### config.mk
export PLATFORM = sky130hd
export DESIGN_NAME = traffic_light_ctrl_flat
export DESIGN_NICKNAME = d
export VERILOG_FILES = /design/src/rtl/traffic_pkg.sv /design/src/rtl/traffic_light_ctrl_if.sv /design/src/rtl/traffic_light_ctrl_tick_gen.sv /design/src/rtl/traffic_light_ctrl.sv /design/src/flat_wrapper.sv
export SDC_FILE = /design/constraint.sdc
export NUM_CORES = 1
export LEC_CHECK = 0
export CAP_MARGIN = 10
export CORE_ASPECT_RATIO = 0.5
export CORE_MARGIN = 8
export CORE_UTILIZATION = 40
export DETAILED_ROUTE_END_ITERATION = 12
export DONT_BUFFER_PORTS = 1
export PLACE_DENSITY = 0.55
export SLEW_MARGIN = 20
export SYNTH_ARGS = -nofsm -noshare
export SYNTH_HDL_FRONTEND = slang
export SYNTH_SLANG_ARGS = --single-unit
### constraint.sdc
create_clock -name clk -period 2.5 [get_ports clk]
set_clock_uncertainty 0.15 [all_clocks]
set_input_delay 0.375 -clock clk [delete_from_list [all_inputs] [get_ports clk]]
set_output_delay 0.375 -clock clk [all_outputs]
set_load 0.02 [all_outputs]
### src/rtl/traffic_pkg.sv
// Shared phase encoding and default timing for the traffic light controller.
package traffic_pkg;
  typedef enum logic [1:0] {GREEN = 2'd0, YELLOW = 2'd1, ALLRED = 2'd2} phase_e;

  localparam int DEF_N_CH     = 2;
  localparam int DEF_GREEN_T  = 9;
  localparam int DEF_YELLOW_T = 3;
  localparam int DEF_ALLRED_T = 2;
  localparam int DEF_TICK_DIV = 2**23;
  localparam int DEF_CNT_W    = 4;
endpackage

### src/rtl/traffic_light_ctrl_if.sv
// Request/lamp bundle between the environment (master) and the controller (slave).
interface traffic_light_ctrl_if #(
  parameter int N_CH  = 2,
  parameter int CNT_W = 4
);
  localparam int AW = $clog2(N_CH);

  logic [N_CH-1:0]  btn;
  logic [N_CH-1:0]  R;
  logic [N_CH-1:0]  Y;
  logic [N_CH-1:0]  G;
  logic [CNT_W-1:0] count;
  logic [AW-1:0]    active;

  modport master (output btn, input R, Y, G, count, active);
  modport slave  (input btn, output R, Y, G, count, active);
endinterface

### src/rtl/traffic_light_ctrl_tick_gen.sv
// Free-running prescaler; tick pulses for one clk on the last count before wrap.
module tick_gen #(
  parameter int TICK_DIV = 2
) (
  input  logic clk,
  input  logic reset,
  output logic tick
);
  localparam int W = (TICK_DIV > 2) ? $clog2(TICK_DIV) : 1;
  localparam logic [W-1:0] LAST = W'(TICK_DIV - 1);

  logic [W-1:0] cnt_q;

  always_ff @(posedge clk or posedge reset) begin
    if (reset)              cnt_q <= '0;
    else if (cnt_q == LAST) cnt_q <= '0;
    else                    cnt_q <= cnt_q + W'(1);
  end

  assign tick = (cnt_q == LAST);
endmodule

### src/rtl/traffic_light_ctrl.sv
// Round-robin traffic light phase controller with latched per-channel requests.
// Define TRAFFIC_ALLRED_EN to build the all-red clearance phase after yellow.
module traffic_light_ctrl
  import traffic_pkg::*;
#(
  parameter int N_CH     = DEF_N_CH,
  parameter int GREEN_T  = DEF_GREEN_T,
  parameter int YELLOW_T = DEF_YELLOW_T,
  parameter int ALLRED_T = DEF_ALLRED_T,
  parameter int TICK_DIV = DEF_TICK_DIV,
  parameter int CNT_W    = DEF_CNT_W
) (
  input logic                 clk,
  input logic                 reset,
  traffic_light_ctrl_if.slave bus
);
  localparam int AW = $clog2(N_CH);

  phase_e           state_q, state_d;
  logic [AW-1:0]    act_q, act_d, nxt;
  logic [CNT_W-1:0] cnt_q, cnt_d;
  logic [N_CH-1:0]  pend_q, pend_d, gmask;
  logic [N_CH-1:0]  r_q, r_d, y_q, y_d, g_q, g_d;
  logic             tick, grant, found;
  int               idx;

  tick_gen #(.TICK_DIV(TICK_DIV)) u_tick (.clk(clk), .reset(reset), .tick(tick));

  always_comb begin
    // first pending channel after the current owner; the owner itself is checked last
    nxt   = act_q;
    found = 1'b0;
    idx   = 0;
    for (int k = 1; k <= N_CH; k++) begin
      idx = (int'(act_q) + k) % N_CH;
      if (!found && pend_q[AW'(idx)]) begin
        found = 1'b1;
        nxt   = AW'(idx);
      end
    end

    state_d = state_q;
    act_d   = act_q;
    cnt_d   = cnt_q;
    grant   = 1'b0;
    if (tick) begin
      if (cnt_q != '0) cnt_d = cnt_q - CNT_W'(1);
      else begin
        case (state_q)
          GREEN: begin
            if (|pend_q) begin
              state_d = YELLOW;
              cnt_d   = CNT_W'(YELLOW_T - 1);
            end else cnt_d = CNT_W'(GREEN_T - 1);
          end
`ifdef TRAFFIC_ALLRED_EN
          YELLOW: begin
            state_d = ALLRED;
            cnt_d   = CNT_W'(ALLRED_T - 1);
          end
          default: grant = 1'b1;
`else
          default: grant = 1'b1;
`endif
        endcase
      end
    end
    if (grant) begin
      state_d = GREEN;
      act_d   = nxt;
      cnt_d   = CNT_W'(GREEN_T - 1);
    end

    gmask = '0;
    if (state_q == GREEN) gmask[act_q] = 1'b1;
    pend_d = pend_q | (bus.btn & ~gmask);
    if (grant) pend_d[act_d] = 1'b0;

    // lamps follow the next state so they are registered with it
    r_d = '0;
    y_d = '0;
    g_d = '0;
    for (int i = 0; i < N_CH; i++) begin
      if (AW'(i) == act_d && state_d == GREEN)       g_d[i] = 1'b1;
      else if (AW'(i) == act_d && state_d == YELLOW) y_d[i] = 1'b1;
      else                                           r_d[i] = 1'b1;
    end
  end

  always_ff @(posedge clk or posedge reset) begin
    if (reset) begin
      state_q <= GREEN;
      act_q   <= '0;
      cnt_q   <= CNT_W'(GREEN_T - 1);
      pend_q  <= '0;
      g_q     <= N_CH'(1);
      y_q     <= '0;
      r_q     <= ~N_CH'(1);
    end else begin
      state_q <= state_d;
      act_q   <= act_d;
      cnt_q   <= cnt_d;
      pend_q  <= pend_d;
      g_q     <= g_d;
      y_q     <= y_d;
      r_q     <= r_d;
    end
  end

  assign bus.R      = r_q;
  assign bus.Y      = y_q;
  assign bus.G      = g_q;
  assign bus.count  = cnt_q;
  assign bus.active = act_q;
endmodule

### src/flat_wrapper.sv
// flat-port wrapper written by rule: the top's interface ports become plain ports
module traffic_light_ctrl_flat import traffic_pkg::*;
#(
  parameter int N_CH     = DEF_N_CH,
  parameter int GREEN_T  = DEF_GREEN_T,
  parameter int YELLOW_T = DEF_YELLOW_T,
  parameter int ALLRED_T = DEF_ALLRED_T,
  parameter int TICK_DIV = DEF_TICK_DIV,
  parameter int CNT_W    = DEF_CNT_W
)
  (clk, reset, bus_btn, bus_R, bus_Y, bus_G, bus_count, bus_active);
  traffic_light_ctrl_if #(.N_CH(N_CH), .CNT_W(CNT_W)) bus_i ();
  input logic clk;
  input logic reset;
  input wire logic [$bits(bus_i.btn)-1:0] bus_btn;
  output wire logic [$bits(bus_i.R)-1:0] bus_R;
  output wire logic [$bits(bus_i.Y)-1:0] bus_Y;
  output wire logic [$bits(bus_i.G)-1:0] bus_G;
  output wire logic [$bits(bus_i.count)-1:0] bus_count;
  output wire logic [$bits(bus_i.active)-1:0] bus_active;
  assign bus_i.btn = bus_btn;
  assign bus_R = bus_i.R;
  assign bus_Y = bus_i.Y;
  assign bus_G = bus_i.G;
  assign bus_count = bus_i.count;
  assign bus_active = bus_i.active;
  traffic_light_ctrl #(.N_CH(N_CH), .GREEN_T(GREEN_T), .YELLOW_T(YELLOW_T), .ALLRED_T(ALLRED_T), .TICK_DIV(TICK_DIV), .CNT_W(CNT_W)) u_core (.clk(clk), .reset(reset), .bus(bus_i));
endmodule
==> results.yml, run 1 <==
detailed_routing:
  routed_wire_length_per_instance_um: 14.4
  detail_route.first_pass.iterations: 4
  drtAntennaViolNets: 0
  number_of_design_rule_violations_left_after_detail_routing: 0
  detailroute.via_count: 1291
  detail_route.wirelength_um: 3580
  detail_route.vias_per_cell: 5.18
  starting_drc_count_in_detailed_routing: 63
cells_and_area:
  final_core_utilization_pct: 47.0
  fin_nets: 198
  final_common_cell: "dfrtp_1"
  drive_above_1_share_pct: 18.2
  nFillCells: 428
  postLayoutCellArea_mm2: 0.00210
  antenna-diode-count: 0
  area_growth_pct: 11.8
  layout.cells.most_common_list: "dfrtp_1 (35), nand2_1 (19), nor2_1 (18)"
min_path:
  hold_path_class: "input port to flip-flop"
clock_tree:
  cts.repair_timing.setup_buffer_count: 0
  insertion_delay_ps: 290
  h-tree-depth: 2
  maximum_clock_path_buffer_count: 2
  cts_inserted_buffers: 5
  tritoncts: "built"
  root_buffer_selected_by_cts: "clkbuf_8"
  cts_sinks: 38
  worst_setup_hold_path_clk_slew_ps: 70
global_route:
  grt_start_max_net_pins: 39
  antenna_violations_before_repair: 0
  number_of_global_route_vias_before_repair: 1279
  grt_first_pass_wirelength_um: 6260
  track_usage_pct: 10.6
  globalRoute.totalOverflow: 0
critical_path:
  critical-path-top-delay-family: "simple AND/OR/NAND/NOR gates"
  critPathLaunchType: "flip-flop"
  critical_path.n_buffers_inverters: 1
  worstSetupEndpointType: "flip-flop"
  slowest_delay_ps: 440
  cp_data_required_time_ps: 2530
  critPathKind: "flip-flop to flip-flop"
  series_of_cell_instances_along_the_critical_path: "inv_1 -> ha_1 -> or3b_1 -> nor4_2 -> a21oi_1 -> o21a_1 -> o22a_1"
  cp.arrival_ps: 2320
  worst-path-max-fanout: 4
  timing.critical_path.slowest_stage_cell: "or3b_1"
placement:
  buffer_ports.inserted: 0
  gpl.final_weighted_congestion: 0.845
  dp_hpwl_um: 2590
  postPlaceCellArea_mm2: 0.00199
flow_run:
  max_cap_violations: 0
sta:
  max_slew_violation_count: 0
  fin_tns_setup_ps: 0
  fin_crit_sh_pct: 91.8
  grt_setup_unrepaired: "false"
  slew_headroom_pct: 68.6
  final.min_clock_period_ps: 2300
  hold_slack_ps: 145
  final_count_of_negative_setup_slack_endpoints: 0
  tightest_slew_ps: 472
  timing.final.hold_violations: 0
  max_freq_mhz: 436
synth:
  synth_enable_flop_cells: 0
  post_synth_instance_area_mm2: 0.00188
  synth_async_sr_flop_share_pct: 100
  synth_adder_area_share_pct: 2.00
  synth.mux.area_fraction_pct: 0
  synth_simple_gate_area_share_pct: 28.0
  largest_family_of_logic_cells_by_synthesized_area: "simple AND/OR/NAND/NOR gates"
  post_synthesis_sequential_element_count: 38
  synth_compound_gate_area_share_pct: 7.59
  ys_types: 41
  synthesis.instances: 178
  number_of_warnings_reported_in_the_yosys_synthesis_log: 0
  syn_area_per_cell_um2: 10.6
  postSynth.topFlopCell: "dfrtp_1"
  synth_fp_nets: 185
  xor_xnor_cell_area_share_of_the_yosys_netlist_pct: 9.25
  synth-seq-area-share_pct: 50.8
power_and_ir_drop:
  design_power_total_uw: 1060
  cell_area_power_density_mw_per_mm2: 504
  leakagePower_uw: 0.000979
  ir_worst_vdd_mv: 0.254
die:
  core_mm2: 0.00447
  start_util_pct: 42.1
  die_x_um: 113
  fp-row-count: 17
  die_h_um: 64.5
  ios: 15
  die_area_mm2: 0.00728
run_status:
  outcome: "finished clean"
worst paths after layout:
path | startpoint | endpoint | slack, ps | depth (start not counted)
max in group asynchronous | reset | u_core.bus.R[1] | 1340 | 3
setup / recovery | u_core.bus.count[1] | u_core.pend_q[0] | 200 | 7
hold / removal | bus_btn[1] | u_core.pend_q[1] | 140 | 2
setup reg to reg | u_core.bus.count[1] | u_core.pend_q[0] | 200 | 7
min in group asynchronous | reset | u_core.u_tick.cnt_q[10] | 500 | 3
hold reg to reg | u_core.u_tick.cnt_q[12] | u_core.u_tick.cnt_q[12] | 320 | 1
worst register-to-register path, cell delays in order, from the launching register on:
cell	delay (ps)
dfrtp_1	380
inv_1	130
ha_1	220
or3b_1	440
nor4_2	340
a21oi_1	170
o21a_1	190
o22a_1	160
synthesized netlist by cell type, types with 4 or more instances:
| cell | count | area share (%) |
|---|---|---|
| o21ai_0 | 5 | 1.3 |
| nor2_1 | 18 | 3.6 |
| nand3_1 | 13 | 3.5 |
| xor2_1 | 7 | 3.3 |
| nand4_1 | 4 | 1.3 |
| dfrtp_1 | 35 | 47 |
| xnor2_1 | 11 | 5.1 |
| a21oi_1 | 5 | 1.3 |
| inv_1 | 6 | 1.2 |
| and3_1 | 5 | 1.7 |
| nand2_1 | 19 | 3.8 |
| or3_1 | 4 | 1.3 |
cells by family (layout without fill, tap and decap cells):
family / count (synthesis) / in the layout
compound gates: 22 / 22
fa+ha+maj: 3 / 3
simple gates: 86 / 86
flops: 38 / 38
xor+xnor: 19 / 19
buf+inv: 10 / 24
where the power goes:
part | leakage, µW | internal, µW | switching, µW
combinational | 0.000430 | 2.26 | 11.7
clock | 0.0000482 | 223 | 209
sequential | 0.000501 | 615 | 0.0000000000000541
total | 0.000979 | 839 | 220
per-stage QoR:
stage	setup slack (ps)	instances
floorplan	188	178
global placement	262	240
detailed placement	166	240
CTS	156	249
global route	4.43	249
finish	204	249
state kept, by name (all words and copies together), names as in the netlist:
name	flops
u_core.bus.count	4
u_core.pend_q	2
u_core.bus.Y	2
u_core.bus.G	2
u_core.bus.R	2
u_core.state_q	2
u_core.u_tick.cnt_q	23
u_core.bus.active	1
layout make-up:
class / count / area, µm² / share of cell area, %
multi-input combinational: 130 / 887 / 42.2
timing repair buffer: 9 / 70.1 / 3.34
sequential: 38 / 955 / 45.4
clock inverter: 1 / 5.00 / 0.238
inverter: 7 / 26.3 / 1.25
tap: 57 / 71.3 / 3.39
clock buffer: 7 / 86.3 / 4.11
what timing repair did:
| item | 4_1_cts | 5_1_grt |
|---|---|---|
| setup endpoints to repair | 0 | 2 |
| hold endpoints to repair | 35 | 0 |
| resized for setup | 0 | 1 |
| hold buffers | 1 | 0 |
per-layer routing:
layer	global-route usage (%)	part of all wire, %	vias to the layer above
met5	0	0	-
met4	3.95	1.2	0
met3	3.42	3.8	5
met2	15.7	43	18
met1	14.4	52	626
li1	-	-	642
Note: power is estimated with default switching activity, not from simulation.
==> run 2: changes to the inputs <==
PLACE_DENSITY = 0.57   (was 0.55)
clock period = 2.1 ns   (was 2.5 ns; I/O delays follow)
==> run 2 against run 1 <==
Utilization grew 4.7 points; first-iteration DRC count shrank 35%; final cell count grew 5.2%; count of clock-buffer cells in the layout shrank 2; design area grew 10%.
==> results.yml, run 2 (same netlist as run 1, synthesis figures left out) <==
run_status:
  outcome: "finished clean"
detailed_routing:
  detailroute.via_count: 1339
  detail_route.first_pass.iterations: 4
  wl_met2_um: 1670
  detail_route.vias_per_cell: 5.11
  wl_met1_um: 1850
  detail_route.wirelength_um: 3730
  number_of_design_rule_violations_left_after_detail_routing: 0
  top_layer: "met4"
  routed_wire_length_per_instance_um: 14.2
  dr_wl_met3_um: 163
  drtAntennaViolNets: 0
  starting_drc_count_in_detailed_routing: 41
die:
  core_mm2: 0.00447
  fp-row-count: 17
  die_h_um: 64.5
  start_util_pct: 42.1
  die_x_um: 113
  ios: 15
  die_area_mm2: 0.00728
placement:
  gpl.final_weighted_congestion: 0.810
  place.detailed.instances: 245
  placement.setup.worst_slack_ps: 42.1
  postPlaceCellArea_mm2: 0.00206
  dp_hpwl_um: 2470
  buffer_ports.inserted: 0
critical_path:
  crit-reg2reg-launch: "u_core.bus.count[1]"
  cp_data_required_time_ps: 2130
  series_of_cell_instances_along_the_critical_path: "inv_4 -> ha_4 -> or3b_4 -> nor4_4 -> a21oi_2 -> o21a_1 -> o22a_1"
  critPathLaunchType: "flip-flop"
  critPathKind: "flip-flop to flip-flop"
  cp.arrival_ps: 2100
  cp_num_cells: 7
  critical_path.n_buffers_inverters: 1
  slowest_delay_ps: 430
  worstSetupEndpointType: "flip-flop"
  worstReg2RegEnd: "u_core.pend_q[0]"
  worst-path-max-fanout: 4
  timing.critical_path.slowest_stage_cell: "dfrtp_2"
  critical-path-top-delay-family: "simple AND/OR/NAND/NOR gates"
  r2r_setup_slack_ps: 30
  r2r_cells: 7
sta:
  hold_slack_ps: 48.9
  final_count_of_negative_setup_slack_endpoints: 0
  slew_headroom_pct: 67.3
  timing.final.hold_violations: 0
  grt_setup_unrepaired: "true"
  final.setup.worst_slack_ps: 28.9
  max_slew_violation_count: 0
  final.min_clock_period_ps: 2070
  fin_crit_sh_pct: 98.6
  max_freq_mhz: 483
  tightest_slew_ps: 491
global_route:
  grt_start_max_net_pins: 39
  number_of_global_route_vias_before_repair: 1364
  grt_first_pass_wirelength_um: 6380
  globalRoute.totalOverflow: 0
  antenna_violations_before_repair: 0
  track_usage_pct: 10.9
clock_tree:
  h-tree-depth: 2
  tritoncts: "built"
  insertion_delay_ps: 290
  worst_setup_hold_path_clk_slew_ps: 80
  cts_sinks: 38
  root_buffer_selected_by_cts: "clkbuf_8"
  cts_inserted_buffers: 5
  maximum_clock_path_buffer_count: 2
power_and_ir_drop:
  leakagePower_uw: 0.00107
  ir_worst_vdd_mv: 0.368
  cell_area_power_density_mw_per_mm2: 643
cells_and_area:
  largest_register_ffs: 23
  drive_above_1_share_pct: 28.8
  layout.cells.most_common_list: "dfrtp_1 (33), buf_4 (21), nand2_1 (19)"
  fin_nets: 211
  top_register: "u_core.u_tick.cnt_q"
  postLayoutCellArea_mm2: 0.00231
  final_common_cell: "dfrtp_1"
  area_growth_pct: 23.0
  antenna-diode-count: 0
  final-instance-count-excl-fill: 262
min_path:
  hold-path-endpoint: "u_core.pend_q[1]"
  timing.hold.worst_path_depth: 2
  hold_path_class: "input port to flip-flop"
  hold_path.startpoint: "bus_btn[1]"
flow_run:
  max_cap_violations: 0
[run 2: changes by cell type in the layout (fill, tap and decap cells not counted), sizes merged]
cell | previous run | this run
bufinv | 0 | 2
clkbuf | 7 | 5
buf | 8 | 21
[run 2: metal layers]
layer,global-route usage [%],up-vias
met1,13.9,640
met4,4.93,0
met2,16.7,25
met5,0,-
met3,3.51,5
li1,-,669
[run 2: layout make-up]
| cell class | instances | area, µm² |
|---|---|---|
| fillers | 399 | 2160 |
| multi-input cells | 130 | 946 |
| well taps | 57 | 71.3 |
| repair buffers | 22 | 168 |
| inverters | 7 | 31.3 |
| clock inverters | 3 | 68.8 |
| clock buffers | 5 | 68.8 |
| flip-flops and latches | 38 | 957 |
[run 2: repair_timing]
item                                    in CTS  in global routing
resized for setup                            0                  8
endpoints found under the setup margin       0                 15
endpoints found under the hold margin       35                  0
setup buffers                                0                  8
hold buffers                                 1                  0
[run 2: per-stage QoR]
step / util [%] / power, µW / setup TNS (ps)
after floorplan: - / 756 / 0
after global placement: 46.1 / 762 / 0
after detailed placement: 46.1 / 762 / 0
after CTS: 49.4 / 1510 / 0
after global routing: 51.7 / 1560 / -50.7
final: 51.7 / 1490 / 0
[run 2: worst reg2reg max path: stages, from the launching register on]
cell     delay, ps
dfrtp_2        430
inv_4           80
ha_4           140
or3b_4         410
nor4_4         260
a21oi_2        120
o21a_1         190
o22a_1         170
[run 2: worst max path at each step]
stage	startpoint	endpoint	slack, ps
CTS	u_core.u_tick.cnt_q[3]	u_core.bus.Y[0]	20
detailed placement	u_core.u_tick.cnt_q[3]	u_core.bus.Y[0]	40
global route	u_core.bus.count[1]	u_core.pend_q[0]	-30
floorplan	u_core.bus.count[0]	u_core.bus.G[0]	40
global placement	u_core.u_tick.cnt_q[3]	u_core.u_tick.cnt_q[3]	90
finish	u_core.bus.count[1]	u_core.pend_q[0]	30
[run 2: where the power goes]
part | leakage [µW] | total [µW] | switching, µW | internal, µW
combinational | 0.000500 | 16.5 | 13.8 | 2.68
clock | 0.0000683 | 739 | 263 | 476
sequential | 0.000497 | 731 | 0.0000000000000840 | 731
==> run 3: changes to the inputs <==
CORE_UTILIZATION = 47   (was 40)
PLACE_DENSITY = 0.65   (was 0.57)
==> run 3 against run 2 <==
Worst setup slack gained 75 ps; die area shrank 12%; utilization grew 5.7 points; wire length shrank 3.1%; largest power group is now registers; critical path depth is the same; first-iteration DRC count shrank 27%; highest routed layer unchanged; register-to-register slack gained 80 ps; power shrank 14%.
==> results.yml, run 3 (same netlist as run 1, synthesis figures left out) <==
run_status:
  outcome: "finished clean"
sta:
  max_freq_mhz: 501
  final_count_of_negative_setup_slack_endpoints: 0
  timing.final.hold_violations: 0
  tightest_slew_ps: 501
  slew_headroom_pct: 66.6
  final.min_clock_period_ps: 2000
  hold_slack_ps: 95.6
  max_slew_violation_count: 0
  fin_crit_sh_pct: 95.0
critical_path:
  worst-path-max-fanout: 4
  critPathLaunchType: "flip-flop"
  worstSetupEndpointType: "flip-flop"
  cp_data_required_time_ps: 2130
  critPathKind: "flip-flop to flip-flop"
  cp.arrival_ps: 2030
die:
  core_mm2: 0.00386
  die_area_mm2: 0.00640
  fp-row-count: 16
  die_h_um: 60.7
  ios: 15
  start_util_pct: 48.6
  die_x_um: 105
placement:
  gpl.final_weighted_congestion: 0.793
  dp_hpwl_um: 2620
  buffer_ports.inserted: 0
power_and_ir_drop:
  leakagePower_uw: 0.00103
  power.sequential.fraction_pct: 57.3
  design_power_total_uw: 1280
  switching_share_pct: 21.7
  power.combinational.fraction_pct: 1.4
  p_clk_share_pct: 41.3
  p_int_uw: 999
  ir_worst_vdd_mv: 0.196
  cell_area_power_density_mw_per_mm2: 575
  power.net_switching_uw: 277
cells_and_area:
  layout.cells.most_common_list: "dfrtp_1 (33), nand2_1 (19), nor2_1 (18), buf_4 (18), nand3_1 (13)"
  nFillCells: 318
  largest_register_ffs: 23
  top_register: "u_core.u_tick.cnt_q"
  antenna-diode-count: 0
  layout.area.seq_um2: 957
  fin_nets: 208
  final_common_cell: "dfrtp_1"
  multi_input_area_um2: 927
  area_growth_pct: 18.0
  drive_above_1_share_pct: 27.7
clock_tree:
  worst_setup_hold_path_clk_slew_ps: 70
  root_buffer_selected_by_cts: "clkbuf_8"
  tritoncts: "built"
  insertion_delay_ps: 290
  cts_sinks: 38
  h-tree-depth: 2
  cts_inserted_buffers: 5
  maximum_clock_path_buffer_count: 2
detailed_routing:
  detail_route.vias_per_cell: 5.29
  detail_route.first_pass.iterations: 4
  detail_route.wirelength_um: 3610
  detailroute.via_count: 1355
  drtAntennaViolNets: 0
  starting_drc_count_in_detailed_routing: 30
  routed_wire_length_per_instance_um: 14.1
  number_of_design_rule_violations_left_after_detail_routing: 0
global_route:
  gr-usage-met2_pct: 19.9
  antenna_violations_before_repair: 0
  global_route.peak_usage_layer: "met2"
  grt_util_met3_pct: 4.24
  grt_first_pass_wirelength_um: 6210
  track_usage_pct: 12.4
  grtUsageMet1_pct: 15.0
  grt_start_max_net_pins: 16
  globalRoute.totalOverflow: 0
  number_of_global_route_vias_before_repair: 1344
min_path:
  hold_path_class: "input port to flip-flop"
flow_run:
  max_cap_violations: 0
==> run 3: worst paths after layout <==
path	cells past startpoint	start	end	slack (ps)
worst max-delay path	7	u_core.bus.count[0]	u_core.pend_q[0]	100
worst min-delay path	2	bus_btn[1]	u_core.pend_q[1]	100
worst max register to register	7	u_core.bus.count[0]	u_core.pend_q[0]	100
worst min register to register	1	u_core.u_tick.cnt_q[0]	u_core.u_tick.cnt_q[0]	340
max in group asynchronous	3	reset	u_core.u_tick.cnt_q[13]	880
min in group asynchronous	2	reset	u_core.bus.count[2]	340
==> run 3: power groups by stage <==
stage / clock network (µW) / logic, µW / registers [µW]
finish: 527 / 18.4 / 731
global route: 575 / 21.9 / 731
CTS: 543 / 19.8 / 731
detailed placement: 0 / 18.5 / 746
global placement: 0 / 17.9 / 746
floorplan: 0 / 10.8 / 746
==> run 3: what timing repair did <==
| action | 4_1_cts | 5_1_grt |
|---|---|---|
| hold buffers | 1 | 0 |
| buffers inserted | 0 | 3 |
| resized for setup | 0 | 4 |
| endpoints found under the hold margin | 8 | 0 |
| setup endpoints to repair | 0 | 15 |
==> run 3: stage by stage <==
| step | std cells | TNS, ps | instance area (µm²) | setup WS, ps | utilization (%) |
|---|---|---|---|---|---|
| after global routing | 256 | -3.84 | 2220 | -3.84 | 57.4 |
| after CTS | 253 | 0 | 2180 | 79.9 | 56.3 |
| after global placement | 244 | 0 | 2070 | 101 | 53.6 |
| after floorplan | 178 | 0 | 1910 | 36.9 | - |
| after detailed placement | 244 | 0 | 2070 | 93.6 | 53.6 |
| final | 256 | 0 | 2220 | 104 | 57.4 |
==> run 3: area by class of cell <==
cell class / instances / area share (%)
sequential: 38 / 43.1
inverter: 7 / 1.18
multi-input combinational: 130 / 41.8
clock inverter: 2 / 0.564
timing repair buffer: 19 / 6.54
clock buffer: 6 / 3.72
tap: 54 / 3.05
==> run 3: routing by layer <==
metal	vias up	wire length, µm
li1	663	-
met1	660	1740
met2	25	1600
met3	7	204
met4	0	59
met5	-	0
==> run 3: critical path, stage by stage, from the launching register on <==
cell and delay, ps:
dfrtp_2 410, inv_2 80, ha_2 200, or3b_4 420, nor4_4 170, a21oi_2 120
o21a_1 180, o22a_1 160
